$ cat config.mk
export PLATFORM = sky130hd
export DESIGN_NAME = spi_reg_ctrl
export DESIGN_NICKNAME = d
export VERILOG_FILES = /design/src/rtl/spi_ctrl_pkg.sv /design/src/rtl/spi_reg_ctrl_sync_edge.sv /design/src/rtl/spi_reg_ctrl.sv
export SDC_FILE = /design/constraint.sdc
export NUM_CORES = 1
export LEC_CHECK = 0
export ABC_AREA = 1
export CORE_MARGIN = 2
export CORE_UTILIZATION = 53
export DETAILED_ROUTE_END_ITERATION = 12
export GPL_TIMING_DRIVEN = 0
export MAX_ROUTING_LAYER = met4
export PLACE_DENSITY_LB_ADDON = 0.25
export SLEW_MARGIN = 30
export SYNTH_ARGS = -nofsm -noshare
export SYNTH_HDL_FRONTEND = slang
export SYNTH_SLANG_ARGS = --single-unit
export TNS_END_PERCENT = 30
$ cat constraint.sdc
create_clock -name clk -period 5.2 [get_ports clk]
set_clock_uncertainty 0.15 [all_clocks]
set_input_delay 1.04 -clock clk [delete_from_list [all_inputs] [get_ports clk]]
set_output_delay 1.04 -clock clk [all_outputs]
set_load 0.005 [all_outputs]
$ cat src/rtl/spi_ctrl_pkg.sv
// spi_ctrl_pkg: shared state encoding, command-byte field positions and defaults for spi_reg_ctrl
package spi_ctrl_pkg;

    typedef enum logic [2:0] {
        S_IDLE,
        S_CMD,
        S_RD_FETCH,
        S_RD_WAIT,
        S_RD_STREAM,
        S_WR_STREAM
    } state_t;

    localparam int DEF_WIDTH  = 8;
    localparam int DEF_ADDR_W = 7;

    // Command byte layout: {rw, addr[ADDR_W-1:0]}
    localparam int RW_BIT   = DEF_WIDTH - 1;
    localparam int ADDR_MSB = DEF_ADDR_W - 1;
    localparam int ADDR_LSB = 0;

    localparam logic [DEF_WIDTH-1:0] DEF_IDLE_BYTE = 8'hA5;

endpackage

$ cat src/rtl/spi_reg_ctrl_sync_edge.sv
// sync_edge: 2-flop synchroniser with rise/fall strobes.
//   clk, rst_n : clock, async active-low reset (all flops reset to RST_VAL)
//   d          : asynchronous input
//   q          : synchronised level
//   rise, fall : one-cycle strobes on synchronised edges
module sync_edge #(
    parameter logic RST_VAL = 1'b1
) (
    input  logic clk,
    input  logic rst_n,
    input  logic d,
    output logic q,
    output logic rise,
    output logic fall
);

    logic meta, sync, prev;

    always_ff @(posedge clk or negedge rst_n) begin
        if (!rst_n) begin
            meta <= RST_VAL;
            sync <= RST_VAL;
            prev <= RST_VAL;
        end else begin
            meta <= d;
            sync <= meta;
            prev <= sync;
        end
    end

    assign q    = sync;
    assign rise = sync & ~prev;
    assign fall = ~sync & prev;

endmodule

$ cat src/rtl/spi_reg_ctrl.sv
// spi_reg_ctrl: turns the SPI slave byte stream into register-file reads/writes.
//   clk, rst_n          : clock, async active-low reset
//   ss_n                : raw slave select (async)
//   byte_done, rx_byte  : slave byte-complete level and received byte
//   tx_byte             : next byte for the slave to shift out
//   reg_addr/wdata/we/re, reg_rdata : register-file access port
//   busy, frame_cnt, err: frame bookkeeping
module spi_reg_ctrl
    import spi_ctrl_pkg::*;
#(
    parameter int                WIDTH     = DEF_WIDTH,
    parameter int                ADDR_W    = DEF_ADDR_W,
    parameter int                NUM_REGS  = 64,
    parameter int                READ_LAT  = 1,
    parameter logic [WIDTH-1:0]  IDLE_BYTE = DEF_IDLE_BYTE
) (
    input  logic              clk,
    input  logic              rst_n,
    input  logic              ss_n,
    input  logic              byte_done,
    input  logic [WIDTH-1:0]  rx_byte,
    output logic [WIDTH-1:0]  tx_byte,
    output logic [ADDR_W-1:0] reg_addr,
    output logic [WIDTH-1:0]  reg_wdata,
    output logic              reg_we,
    output logic              reg_re,
    input  logic [WIDTH-1:0]  reg_rdata,
    output logic              busy,
    output logic [15:0]       frame_cnt,
    output logic              err
);

    localparam logic [ADDR_W:0] NREGS = (ADDR_W+1)'(NUM_REGS);
    localparam logic [1:0]      LAT   = 2'(READ_LAT);

    state_t            state, state_n;
    logic              ss_sync, ss_rise, ss_fall;
    logic              byte_done_q, byte_ev, oor;
    logic              cmd_seen, cmd_seen_n, wr_inc, wr_inc_n;
    logic [1:0]        cnt, cnt_n;
    logic [WIDTH-1:0]  tx_n, wdata_n;
    logic [ADDR_W-1:0] addr_n;
    logic              we_n, re_n, err_n;
    logic [15:0]       fcnt_n;

    sync_edge #(.RST_VAL(1'b1)) u_ss (
        .clk  (clk),
        .rst_n(rst_n),
        .d    (ss_n),
        .q    (ss_sync),
        .rise (ss_rise),
        .fall (ss_fall)
    );

    assign busy    = ~ss_sync;
    assign byte_ev = byte_done & ~byte_done_q;
    assign oor     = {1'b0, reg_addr} >= NREGS;

    always_ff @(posedge clk or negedge rst_n) begin
        if (!rst_n) begin
            state       <= S_IDLE;
            byte_done_q <= 1'b1;
            tx_byte     <= IDLE_BYTE;
            reg_addr    <= '0;
            reg_wdata   <= '0;
            reg_we      <= 1'b0;
            reg_re      <= 1'b0;
            err         <= 1'b0;
            frame_cnt   <= '0;
            cmd_seen    <= 1'b0;
            wr_inc      <= 1'b0;
            cnt         <= '0;
        end else begin
            state       <= state_n;
            byte_done_q <= byte_done;
            tx_byte     <= tx_n;
            reg_addr    <= addr_n;
            reg_wdata   <= wdata_n;
            reg_we      <= we_n;
            reg_re      <= re_n;
            err         <= err_n;
            frame_cnt   <= fcnt_n;
            cmd_seen    <= cmd_seen_n;
            wr_inc      <= wr_inc_n;
            cnt         <= cnt_n;
        end
    end

    always_comb begin
        state_n    = state;
        tx_n       = tx_byte;
        // a write strobe is issued at the current address; the bump follows a cycle later
        addr_n     = wr_inc ? reg_addr + 1'b1 : reg_addr;
        wdata_n    = reg_wdata;
        we_n       = 1'b0;
        re_n       = 1'b0;
        err_n      = 1'b0;
        fcnt_n     = frame_cnt;
        cmd_seen_n = cmd_seen;
        wr_inc_n   = 1'b0;
        cnt_n      = cnt + 1'b1;
        case (state)
            S_IDLE: if (ss_fall) state_n = S_CMD;
            S_CMD: if (byte_ev) begin
                addr_n     = rx_byte[ADDR_W-1:0];
                cmd_seen_n = 1'b1;
                state_n    = rx_byte[WIDTH-1] ? S_RD_FETCH : S_WR_STREAM;
            end
            S_RD_FETCH: begin
                // out-of-range reads never reach the register file
                re_n    = ~oor;
                cnt_n   = '0;
                state_n = S_RD_WAIT;
            end
            S_RD_WAIT: if (cnt == LAT) begin
                tx_n    = oor ? IDLE_BYTE : reg_rdata;
                err_n   = oor;
                state_n = S_RD_STREAM;
            end
            S_RD_STREAM: if (byte_ev) begin
                addr_n  = reg_addr + 1'b1;
                state_n = S_RD_FETCH;
            end
            S_WR_STREAM: if (byte_ev) begin
                wdata_n  = rx_byte;
                we_n     = ~oor;
                err_n    = oor;
                wr_inc_n = 1'b1;
            end
            default: state_n = S_IDLE;
        endcase
        // frame end wins over everything except a write landing in the same cycle
        if (ss_rise) begin
            state_n    = S_IDLE;
            tx_n       = IDLE_BYTE;
            re_n       = 1'b0;
            err_n      = (state == S_WR_STREAM) & err_n;
            fcnt_n     = frame_cnt + {15'd0, cmd_seen_n};
            cmd_seen_n = 1'b0;
        end
    end

endmodule

==> metrics.md <==
| Metric | Value |
|---|---|
| Ys Warns | 0 |
| WP data arrival | 3.66 ns |
| Unrepaired setup endpoints after global routing | no |
| Hold Buf Count CTS | 0 |
| Postcts setup bufs | 0 |
| Met1 usage | 0.298 |
| Count of input and output buffers | between 60 and 70 |
| Post-synth top area share | 0.422 |
| Post-DP HPWL | approximately 4300 um |
| Routability cong. | around 0.84 |
| # clock sinks | 53 |
| Worst min path class | reg -> reg |
| Synth top area cells | dfrtp_1, nand2_1, dfstp_2, nand3_1, inv_1 |
| Initial Utilization | 0.557 |
| Worst r2r path cells | 14 |
| IO Count | 63 |
| Crit. End Element | register |
| Max Buffers Root-to-Sink | 2 |
| Most used flip-flop cell after synthesis | dfrtp_1 |
| Initial antenna violation count | 0 |
| Power density over the cells | 419 nW/um2 |
| Ys async rst share | 1.00 |
| Vias in the first global route | about 2.2k |
| CP Max Fanout | 10 |
| Final WS setup | 1.60 ns |
| Clk_lat worst skew | just over 0.3 ns |
| Leak | about 1.7 nW |
| Top Usage Layer GRT | met2 |
| Crit path launch type | primary input |
| First-pass GRT wire length | between 9000 and 10000 um |
| Antenna Nets Post-Route | 0 |
| Max-cap violations | 0 |
| Final hold vios | 0 |
| Rows | 25 |
| Core area | 4790 um2 |
| PostCTS Resize Cnt | 0 |
| Total gr overflow | 0 |
| Most frequent cell after synthesis | nand2_1 |
| Nets@finish | a little under 400 |
| Die height | approximately 75 um |
| Syn_area_per_cell | 9.07 um2 |
| Place WS | 1.28 ns |
| Setup violators final | 0 |
| Min-delay src | u_ss.meta$_DFF_PN1_ |
| Max-slew violations | 0 |
| Critical Path RT | around 5.3 ns |
| Share of post-route cells with drive strength above 1 | 0.115 |
| CTS tree | built |
| Setup TNS Final | 0 ns |
| Register area share after synthesis | 0.501 |
| Root Buffer | clkbuf_8 |
| Flop and latch count out of synthesis | between 50 and 60 |
| Number of flops mapped to enable cells by yosys | 0 |
| Flop2flop setup slack | ~2.5 ns |
| Grt met3 use | 0.0482 |
| Die width | 74.9 um |
| Fin crit share | 0.691 |
| Top cells by count, synth | nand2_1, dfrtp_1, inv_1 |
| Total Wirelength | about 6000 um |
| Tmin final | ~3.6 ns |
| RR Startpoint | byte_done_q$_DFF_PN1_ |
| Cells after Synth | 294 |
| Number of CTS-inserted buffers | 5 |
| Drt via density | between 5 and 6 |
| Slew of the pin with the lowest slew margin | approximately 0.40 ns |
| Total GRT Usage | 0.235 |
| Drt wl/cell | roughly 14 um |
| Slew HR | 0.735 |
| Peak supply drop | 0.301 mV |
| Kind of critical path | in -> reg |
| Drt first pass iters | 4 |
| Largest net degree at the start of global routing | 34 |
| Iteration-0 DRC Markers | 86 |
| Reg-to-Reg End | frame_cnt[12]$_DFFE_PN0P_ |
| Met2 GRT Util | 0.377 |
| Hold Crit Depth | 0 |
| Synth area leader | dfrtp_1 |
| Status | finished, final reports clean |
| # DRC | 0 |
| Number of H-tree levels | 2 |
| Synth-to-layout area growth | 31.3% |
| # diodes | 0 |
| Die area | 5610 um2 |
| Syn_nets | 320 |
| Fmax | about 280 MHz |
| Via Count | between 2k and 2.5k |
| Synth unique cells | 32 |
| Hold EP | u_ss.q$_DFF_PN1_ |
| Netlist Area Pre-Place | between 2000 and 3000 um2 |
| CTS clk-pin slew, worst paths | roughly 0.1 ns |
-- metal layers --
| metal | up-vias | wire length (um) |
|---|---|---|
| met4 | 0 | 84 |
| li1 | 1088 | - |
| met1 | 1057 | 2610 |
| met3 | 7 | 309 |
| met5 | - | 0 |
| met2 | 65 | 2850 |
-- stage by stage --
step	util	cell area, um2	total power [W]	hold WS (ns)	std cells
global placement	0.704	3370	0.00115	0.196	423
finish	0.732	3500	0.00147	0.228	432
detailed placement	0.708	3390	0.00118	0.205	424
global route	0.732	3500	0.00156	0.224	432
CTS	0.732	3500	0.00147	0.222	432
floorplan	-	2670	0.000922	0.195	294
-- critical path: stages --
cell and delay (ns):
clkdlybuf4s50_1 0.48, inv_1 0.07, nor2_4 0.22, inv_2 0.17, nor2_4 0.22, inv_1 0.14, nand2_1 0.09, ha_1 0.18
ha_1 0.16, nand2_1 0.07, nor2_1 0.19, nand3_1 0.17, nor2_2 0.18, nand2_1 0.08, xor2_1 0.13, inv_1 0.05
-- cells in the final DEF (no fill, tap or decap), types with 2 or more instances in the layout --
cell type and instances:
a21oi_1 6, a22o_1 4, buf_12 2, clkbuf_8 5, clkdlybuf4s50_1 61, dfrtp_1 45, dfstp_2 8, ha_1 6
inv_1 30, inv_2 5, mux2_4 6, nand2_1 79, nand3_1 25, nand3b_1 2, nand4_1 3, nor2_1 21
nor2_4 5, nor3_1 3, nor3_4 2, o21ai_0 13, o21bai_1 2, o22a_1 4, xnor2_1 4, xor2_1 10
-- kinds of logic after synthesis --
| kind of cell | after synthesis | share of synthesized area |
|---|---|---|
| mux | 7 | 0.0380 |
| compound gates | 32 | 0.0751 |
| simple gates | 144 | 0.252 |
| fa+ha+maj | 6 | 0.0282 |
| buf+inv | 38 | 0.0601 |
| flops | 53 | 0.501 |
| xor+xnor | 14 | 0.0460 |
-- flip-flops by register name, summed over array words and instances, names as in the netlist, 2 cells and up --
name / flops
reg_wdata: 8
tx_byte: 8
cnt: 2
state: 3
reg_addr: 7
frame_cnt: 16
-- power by group --
part,internal (W),leakage [nW],switching (W)
Sequential,0.000514,0.672,0.0000834
Combinational,0.000300,0.950,0.000281
Clock,0.000144,0.0585,0.000143
Total,0.000958,1.68,0.000508
-- area by class of cell --
class                           count  area [um2]
Tap cell                           67        83.8
Clock buffer                        5        68.8
Timing Repair Buffer               63         638
Multi-Input combinational cell    203        1170
Fill cell                         371        1280
Inverter                           35         131
Sequential cell                    53        1340
Clock inverter                      3        43.8
Buffer                              3        28.8
-- how the worst max path moves through the flow --
stage | start | to | slack [ns] | cells after the start
global route | byte_done | frame_cnt[12]$_DFFE_PN0P_ | 1.26 | 16
global placement | byte_done | frame_cnt[14]$_DFFE_PN0P_ | 1.35 | 15
finish | byte_done | frame_cnt[12]$_DFFE_PN0P_ | 1.60 | 16
detailed placement | byte_done | frame_cnt[12]$_DFFE_PN0P_ | 1.28 | 16
CTS | byte_done | frame_cnt[12]$_DFFE_PN0P_ | 1.60 | 16
floorplan | byte_done | frame_cnt[14]$_DFFE_PN0P_ | 2.20 | 14
Note: power is estimated with default switching activity, not from simulation.
